File: src/rtl/minifpga_pkg.sv
// Shared types and config-word layout for the MiniFPGA logic cluster.
// The bit offsets depend on K because the LUT_INIT field takes 2**K bits.
package minifpga_pkg;

  typedef enum logic [1:0] {
    UNCFG  = 2'd0,
    SHIFT  = 2'd1,
    ACTIVE = 2'd2
  } state_e;

  localparam int LUT_LSB = 0;

  function automatic int cw(input int k);
    return (1 << k) + 4;
  endfunction

  function automatic int dff_en_bit(input int k);
    return (1 << k);
  endfunction

  function automatic int reval_bit(input int k);
    return (1 << k) + 1;
  endfunction

  function automatic int cen_use_bit(input int k);
    return (1 << k) + 2;
  endfunction

  function automatic int cin_sel_bit(input int k);
    return (1 << k) + 3;
  endfunction

endpackage

File: src/rtl/minifpga_lc_cell.sv
// One logic cell: a K-input LUT, a ripple-carry bit, and an optional output register.
// On a commit edge the register loads the reset value of the incoming config.
module minifpga_lc_cell
  import minifpga_pkg::*;
#(
  parameter int K = 4
) (
  input  logic             clk,
  input  logic             resetb,
  input  logic [cw(K)-1:0] cfg,
  input  logic             new_reval,
  input  logic             commit,
  input  logic             run_en,
  input  logic [K-1:0]     lut_in,
  input  logic             cen,
  input  logic             sr,
  input  logic             ci,
  output logic             co,
  output logic             o
);

  localparam int LUT_SZ = 1 << K;

  logic [LUT_SZ-1:0] lut_init;
  logic [K-1:0]      idx;
  logic              lut_o;
  logic              dff_en;
  logic              reval;
  logic              cen_use;
  logic              cin_sel;
  logic              q;

  assign lut_init = cfg[LUT_LSB +: LUT_SZ];
  assign dff_en   = cfg[dff_en_bit(K)];
  assign reval    = cfg[reval_bit(K)];
  assign cen_use  = cfg[cen_use_bit(K)];
  assign cin_sel  = cfg[cin_sel_bit(K)];

  // The top LUT input is replaced by the carry when the cell is used as an adder bit.
  always_comb begin
    idx = lut_in;
    if (cin_sel) idx[K-1] = ci;
  end

  assign lut_o = lut_init[idx];
  assign co    = (lut_in[0] & lut_in[1]) | ((lut_in[0] | lut_in[1]) & ci);

  always_ff @(posedge clk) begin
    if (!resetb) begin
      q <= 1'b0;
    end else if (commit) begin
      q <= new_reval;
    end else if (run_en) begin
      if (sr) q <= reval;
      else if (!cen_use || cen) q <= lut_o;
    end
  end

  assign o = run_en ? (dff_en ? q : lut_o) : 1'b0;

endmodule

File: src/rtl/minifpga_lc_cluster.sv
// Cluster of N logic cells with a serial shadow config chain and atomic commit.
// User logic keeps running on the active image while a new one is shifted in.
module minifpga_lc_cluster
  import minifpga_pkg::*;
#(
  parameter int K = 4,
  parameter int N = 4
) (
  input  logic         CLK,
  input  logic         RESETB,
  input  logic         CFG_EN,
  input  logic         CFG_DIN,
  output logic         CFG_DOUT,
  output logic         CFG_DONE,
  input  logic [N*K-1:0] I,
  input  logic [N-1:0] CEN,
  input  logic [N-1:0] SR,
  input  logic         CI,
  output logic         CO,
  output logic [N-1:0] O,
  output state_e       dbg_state
);

  localparam int CW        = cw(K);
  localparam int CHAIN_LEN = N * CW;
  localparam int CNT_W     = $clog2(CHAIN_LEN + 1);

  state_e               state;
  state_e               state_nxt;
  logic [CHAIN_LEN-1:0] shadow;
  logic [CHAIN_LEN-1:0] shadow_nxt;
  logic [CHAIN_LEN-1:0] active;
  logic [CNT_W-1:0]     cnt;
  logic                 has_cfg;
  logic                 commit;
  logic                 run_en;
  logic [N:0]           c;

  assign shadow_nxt = {shadow[CHAIN_LEN-2:0], CFG_DIN};
  // Counter is zero outside SHIFT, so this can only fire on the last shift of a load.
  assign commit     = CFG_EN && (cnt == CNT_W'(CHAIN_LEN - 1));
  assign run_en     = (state != UNCFG);

  always_comb begin
    state_nxt = state;
    case (state)
      UNCFG:   if (CFG_EN) state_nxt = SHIFT;
      SHIFT:   if (commit) state_nxt = ACTIVE;
      ACTIVE:  if (CFG_EN) state_nxt = SHIFT;
      default: state_nxt = UNCFG;
    endcase
  end

  always_ff @(posedge CLK) begin
    if (!RESETB) begin
      state   <= UNCFG;
      shadow  <= '0;
      active  <= '0;
      cnt     <= '0;
      has_cfg <= 1'b0;
    end else begin
      state <= state_nxt;
      if (CFG_EN) begin
        shadow <= shadow_nxt;
        if (commit) begin
          active  <= shadow_nxt;
          cnt     <= '0;
          has_cfg <= 1'b1;
        end else begin
          cnt <= cnt + CNT_W'(1);
        end
      end
    end
  end

  // has_cfg is only cleared by reset, so it covers ACTIVE and a reload from ACTIVE.
  assign CFG_DONE  = has_cfg;
  assign CFG_DOUT  = shadow[CHAIN_LEN-1];
  assign dbg_state = state;
  assign c[0]      = CI;
  assign CO        = c[N];

  for (genvar g = 0; g < N; g++) begin : g_cell
    minifpga_lc_cell #(.K(K)) u_cell (
      .clk       (CLK),
      .resetb    (RESETB),
      .cfg       (active[g*CW +: CW]),
      .new_reval (shadow_nxt[g*CW + reval_bit(K)]),
      .commit    (commit),
      .run_en    (run_en),
      .lut_in    (I[g*K +: K]),
      .cen       (CEN[g]),
      .sr        (SR[g]),
      .ci        (c[g]),
      .co        (c[g+1]),
      .o         (O[g])
    );
  end

endmodule

File: config.mk
export PLATFORM = sky130hd
export DESIGN_NAME = minifpga_lc_cluster
export DESIGN_NICKNAME = d
export VERILOG_FILES = /design/src/rtl/minifpga_pkg.sv /design/src/rtl/minifpga_lc_cell.sv /design/src/rtl/minifpga_lc_cluster.sv
export SDC_FILE = /design/constraint.sdc
export NUM_CORES = 1
export LEC_CHECK = 0
export BUFFER_PORTS_ARGS = -buffer_cell sky130_fd_sc_hd__buf_2
export CORE_MARGIN = 4
export CORE_UTILIZATION = 40
export DETAILED_ROUTE_END_ITERATION = 10
export PLACE_DENSITY_LB_ADDON = 0.25
export SKIP_LAST_GASP = 1
export SLEW_MARGIN = 20
export SYNTH_ARGS = -nofsm -noshare
export SYNTH_HDL_FRONTEND = slang
export SYNTH_SLANG_ARGS = --single-unit
File: constraint.sdc
create_clock -name CLK -period 2.6 [get_ports CLK]
set_clock_uncertainty 0.2 [all_clocks]
set_input_delay 0 -clock CLK [delete_from_list [all_inputs] [get_ports CLK]]
set_output_delay 0 -clock CLK [all_outputs]
set_load 0.02 [all_outputs]
# After elaboration in Yosys (flattened, before gate mapping)
# Index checks and enable logic that the tools add are counted.
[op_classes]
bitwise = 16
reduce_logical = 23
eq_ne = 5
n_addsub = 1
mux = 40
n_lt_le_gt_ge = 4
[ops]
columns = ["cell", "n"]
rows = [
  ["1-bit 2-to-1 mux", 32],
  ["4-bit by 5-bit < comparator with 1-bit output (second input constant)", 4],
  ["1-bit binary-select mux with 4-bit select", 4],
  ["2-bit AND reduction", 6],
  ["3-bit nonzero test", 4],
  ["1-bit AND", 8],
  ["1-bit OR", 8],
  ["7-bit by 1-bit adder with 7-bit output (second input constant)", 1],
  ["7-bit equality test (second input constant)", 1],
  ["7-bit 2-to-1 mux", 1],
  ["1-bit logical NOT", 4],
  ["1-bit logical OR", 4],
  ["2-bit 2-to-1 mux", 2],
  ["2-bit case mux with 2 select lines", 1],
  ["2-bit nonzero test", 2],
  ["2-bit by 1-bit equality test with 1-bit output (second input constant)", 1],
  ["2-bit equality test (second input constant)", 1],
  ["2-bit logical NOT", 1],
  ["2-bit by 1-bit != test with 1-bit output (second input constant)", 1],
  ["2-bit != test (second input constant)", 1],
  ["2-bit OR reduction", 1],
  ["1-bit logical AND", 1],
]
[word_totals]
inputBits = 29
regBits = 174
out_inout_bits = 9
wordCells = 98

# Longest topological paths before layout
[depth]
word_depth = 14
mapped_depth = 8

# Cells and area by module
# Synthesis repeated with hierarchy kept, for this count alone.
[hier_totals]
hier_cells = 801
hier_area_um2 = 7922.6
[by_module_without_submodules]
columns = ["mod", "area_each_um2", "seq_area_each_um2", "instances", "cells_each"]
rows = [
  ["minifpga_lc_cluster", 6631.4, 3403.3, 1, 653],
  ["minifpga_lc_cell", 322.8, 20.0, 4, 37],
]

# Worst setup path before layout
# No wires, ideal clock.
[synth_timing]
path_type = "flip-flop to flip-flop"
from = "register cnt[0]"
to = "register active[29]"
arrival_time_ps = 1706
setup_slack_ps = 561
synth_period_minus_slack_ps = 2039
path_stages_with_launch = 9
n_path_buf = 3
path_cell_list = "dfxtp_1 ha_1 nand4_1 or3b_1 buf_6 clkbuf_1 buf_2 nand2_1 a21oi_1"
[synth_via]
elab_chain_len = 3
[synth_lines]
columns = ["element", "line_no", "rtl"]
rows = [
  ["start: declaration", "minifpga_lc_cluster.sv:33", "logic [CNT_W-1:0] cnt;"],
  ["start signal: assignment", "minifpga_lc_cluster.sv:70", "cnt <= cnt + CNT_W'(1);"],
  ["7-bit equality test", "minifpga_lc_cluster.sv:41", "assign commit = CFG_EN && (cnt == CNT_W'(CHAIN_LEN - 1));"],
  ["1-bit logical AND", "minifpga_lc_cluster.sv:41", ""],
  ["2-bit AND reduction (no source line)", "--", ""],
  ["end signal: assignment", "minifpga_lc_cluster.sv:66", "active <= shadow_nxt;"],
  ["end: declaration", "minifpga_lc_cluster.sv:32", "logic [CHAIN_LEN-1:0] active;"],
]
# No other way between the ends.
# A chain may end at the register's enable or synchronous reset.

# Worst setup path after layout
[layout_timing]
from = "register active[27]"
to = "register g_cell[1].u_cell.q"
[layout_via]
elab_chain_len = 6
[layout_lines]
columns = ["element", "line_no", "rtl"]
rows = [
  ["1-bit binary-select mux with 4-bit select", "minifpga_lc_cell.sv:45", "assign lut_o = lut_init[idx];"],
  ["1-bit 2-to-1 mux (implied by the code)", "minifpga_lc_cell.sv:45", ""],
  ["1-bit 2-to-1 mux", "minifpga_lc_cell.sv:55", "else if (!cen_use || cen) q <= lut_o;"],
  ["1-bit 2-to-1 mux", "minifpga_lc_cell.sv:54", "if (sr) q <= reval;"],
  ["1-bit 2-to-1 mux", "minifpga_lc_cell.sv:53", "end else if (run_en) begin"],
  ["1-bit 2-to-1 mux", "minifpga_lc_cell.sv:51", "end else if (commit) begin"],
  ["end signal: assignment", "minifpga_lc_cell.sv:52", "q <= new_reval;"],
  ["end signal: assignment", "minifpga_lc_cell.sv:54", ""],
  ["end signal: assignment", "minifpga_lc_cell.sv:55", ""],
  ["end: declaration", "minifpga_lc_cell.sv:31", "logic q;"],
]
# No other way between the ends. The select of a mux whose other input is x is not followed.

==> impl_metrics.env <==
export IMPL_run_status="finished clean"
export IMPL_n_fill_cell=1626
export IMPL_min_from="CEN[3]"
export IMPL_hold_viol=0
export IMPL_first_global_vias=5014
export IMPL_synthDominantAreaCellType="dfxtp_1"
export IMPL_drt_pass1_iter_count=5
export IMPL_number_of_inserted_diodes=0
export IMPL_post_synth_inst_count=751
export IMPL_p_clk_share_pct=47.0
export IMPL_critical_path_arrival_ns=2.52
export IMPL_final_antenna_net_count=0
export IMPL_worst_pin_slew_ns=0.7508
export IMPL_cellLeakagePower_nw=3.071
export IMPL_synth_warnings=0
export IMPL_yosys_cell_types_count=43
export IMPL_setup_viol=0
export IMPL_design_die_area_mm2=0.01956
export IMPL_detailedPlacementHpwl_mm=9.242
export IMPL_power_switching_mw=1.226
export IMPL_seq_area_frac_synth_pct=50.09
export IMPL_areaGrowthSynthToFinish_pct=15.33
export IMPL_std_cell_rows=47
export IMPL_routed_wirelength_mm=14.11
export IMPL_reported_max_cap_violation_count=0
export IMPL_start_kind="register"
export IMPL_swShare_pct=22.18
export IMPL_grt_setup_unrepaired="false"
export IMPL_fmax_mhz=414.3
export IMPL_fin_setup_tns_ns=0
export IMPL_drive_above_1_share_pct=13.27
export IMPL_timing_critical_path_required_ns=2.70
export IMPL_max_slew_margin_pct=49.94
export IMPL_groute_layer_met2_usage_pct=25.55
export IMPL_met1_usage_pct=18.07
export IMPL_synthArstFlopShare_pct=0
export IMPL_path_clk_slew_ns=0.07
export IMPL_dpl_worst_slack_ns=0.3477
export IMPL_synth_top_cells_by_area="dfxtp_1 50%, mux2i_1 13%, nand2_1 9.0%"
export IMPL_timing_max_transition_violations_final=0
export IMPL_ir_worst_vdd_uv=456.2
export IMPL_cts_root_buf="clkbuf_16"
export IMPL_ff_latch_area_mm2=0.003483
export IMPL_detail_route_drc_violations=0
export IMPL_cts_buffer_depth=2
export IMPL_routabilityCongestion=0.7906
export IMPL_total_cts_buffers=17
export IMPL_clkLatencyLatePin_ns=0.43
export IMPL_finalWorstPathRequiredPeriod_ns=2.414
export IMPL_postCtsSetupRepairBufs=0
export IMPL_final_critical_path_setup_slack_ns=0.1863
export IMPL_power_sequential_fraction_pct=48.5
export IMPL_regToRegSetupSlack_ns=0.19
export IMPL_cts_sinks=174
export IMPL_detail_route_wl_per_cell_um=13.95
export IMPL_period_share_pct=92.83
export IMPL_synth_most_common_cell="dfxtp_1"
export IMPL_synthTopCellsByCount="174 x dfxtp_1, 166 x nand2_1, 103 x nor2_1"
export IMPL_gr_total_overflow=0
export IMPL_path_class="register to register"
export IMPL_vias_per_cell=5.023
export IMPL_yosys_area_top_type_share_pct=50.09
export IMPL_synth_cell_area_mm2=0.006954
export IMPL_multi_input_comb_area_mm2=0.003197
export IMPL_worstHoldEndpoint="g_cell[3].u_cell.q"
export IMPL_met3_usage_pct=2.916
export IMPL_rr_startpoint="active[27]"
export IMPL_intPower_mw=4.301
export IMPL_grt_pass1_wl_mm=23.99
export IMPL_num_io_pins=38
export IMPL_worst_r2r_path_depth=5
export IMPL_place_port_buffers=37
export IMPL_fp_dieH_um=139.9
export IMPL_grt_util_all_layers_pct=14.80
export IMPL_synthesized_area_per_cell_um2=9.260
export IMPL_worst_r2r_endpoint="g_cell[1].u_cell.q"
export IMPL_fp_coreArea_mm2=0.01682
export IMPL_synth_net_count=781
export IMPL_endpoint_kind="register"
export IMPL_detailroute_via_count=5078
export IMPL_pin_count_of_the_biggest_net_entering_global_routing=84
export IMPL_start_util_pct=41.35
export IMPL_global_route_peak_usage_layer="met2"
export IMPL_synth_edf_count=0
export IMPL_crit_fanout=2
export IMPL_postSynth_topFlopCell="dfxtp_1"
export IMPL_timing_hold_worst_class="input port to register"
export IMPL_drt_iter0_drc=243
export IMPL_combinationalPowerShare_pct=4.4
export IMPL_num_nets_final=808
export IMPL_die_x_um=139.9
export IMPL_grt_antenna_before_repair=0
export IMPL_clock_tree_from_tritoncts="built"
export IMPL_min_delay_path_depth=5
export IMPL_htree_levels=4
export IMPL_power_per_unit_of_standard_cell_area_mw_per_mm2=689.1
export IMPL_synth_seq_cells=174
[what timing repair did]
action,CTS,global route
gates resized for setup,0,0
hold buffers,14,0
hold endpoints to repair,38,0
[worst max-delay path, cell delays in order (launching register included)]
cell           delay (ns)
dfxtp_1              0.31
mux4_2               0.47
mux4_2               0.50
mux2i_1              0.16
dlygate4sd3_1        0.59
o22ai_1              0.07
[power groups by stage]
stage          registers, mW  logic (mW)  clock network [mW]
2_1_floorplan           2.74       0.159                   0
3_3_place_gp            2.74       0.228                   0
3_5_place_dp            2.74       0.232                   0
4_1_cts                 2.68       0.248                2.66
5_1_grt                 2.68       0.268                2.78
6_report                2.68       0.244                2.60
[through the flow]
step	std cells	power, mW	util, %	instance area [um^2]	hold slack (ns)
after floorplan	751	2.901	-	6954	-0.06875
after global placement	965	2.970	43.22	7268	0.05717
after detailed placement	965	2.975	43.22	7268	0.07076
after CTS	1011	5.586	47.69	8020	0.01387
after global routing	1011	5.730	47.69	8020	0.07352
final	1011	5.527	47.69	8020	0.04230
[cell type report]
type	count	share of cell area (%)
clock inverter	15	2.324
clock buffer	17	5.304
sequential	174	43.43
timing repair buffer	63	5.523
tap	220	3.432
multi-input combinational	520	39.86
inverter	2	0.1248
[sequential cells by signal, indices dropped and copies added, names as in the netlist]
name,count
dbg_state,2
CFG_DONE,1
active,80
cnt,7
g_cell.u_cell.q,4
shadow,80
[placed cells by master, fill, tap and decap left out, types with 2 or more instances in the layout]
cell type      instances
a21oi_1               91
a31oi_1                3
buf_12                 2
buf_2                 36
buf_4                 11
bufinv_16              3
clkbuf_16             17
clkinv_2               2
clkinv_4               4
clkinvlp_4             3
dfxtp_1              174
dlygate4sd3_1         14
inv_6                  2
maj3_2                 4
mux2i_1               92
mux4_1                 4
mux4_2                 9
mux4_4                 4
nand2_1              166
nand2b_1               2
nand3_1                3
nand3b_1               3
nand4_1                2
nor2_1               103
nor2b_1                3
nor3_1                 2
o21ai_0                8
o2bb2ai_1              2
o311a_1                2
xor2_1                 2
[layer usage]
| layer | up-vias | share of wire, % |
|---|---|---|
| li1 | 2595 | - |
| met1 | 2421 | 44 |
| met2 | 56 | 53 |
| met3 | 6 | 2.4 |
| met4 | 0 | 0.69 |
| met5 | - | 0 |
[worst max path at each step]
stage,start,to,slack (ns),cells after the start
floorplan,cnt[0],active[29],0.56,8
global placement,cnt[0],g_cell[3].u_cell.q,0.44,6
detailed placement,cnt[0],g_cell[2].u_cell.q,0.35,6
CTS,active[27],g_cell[1].u_cell.q,0.25,5
global route,active[27],g_cell[1].u_cell.q,0.08,5
finish,active[27],g_cell[1].u_cell.q,0.19,5
[cell families (layout without fill, tap and decap cells)]
| kind of cell | after synthesis | after routing | synth area share, % |
|---|---|---|---|
| flip-flops | 174 | 174 | 50.09 |
| buffers and inverters | 57 | 97 | 4.066 |
| adder cells (fa/ha/maj) | 5 | 5 | 0.8276 |
| AND/OR/NAND/NOR | 289 | 289 | 16.46 |
| AO/OA/AOI/OAI | 112 | 112 | 8.583 |
| XOR/XNOR | 3 | 3 | 0.3779 |
| multiplexers | 111 | 111 | 19.59 |
No activity file was read; power rests on OpenSTA's default activity.
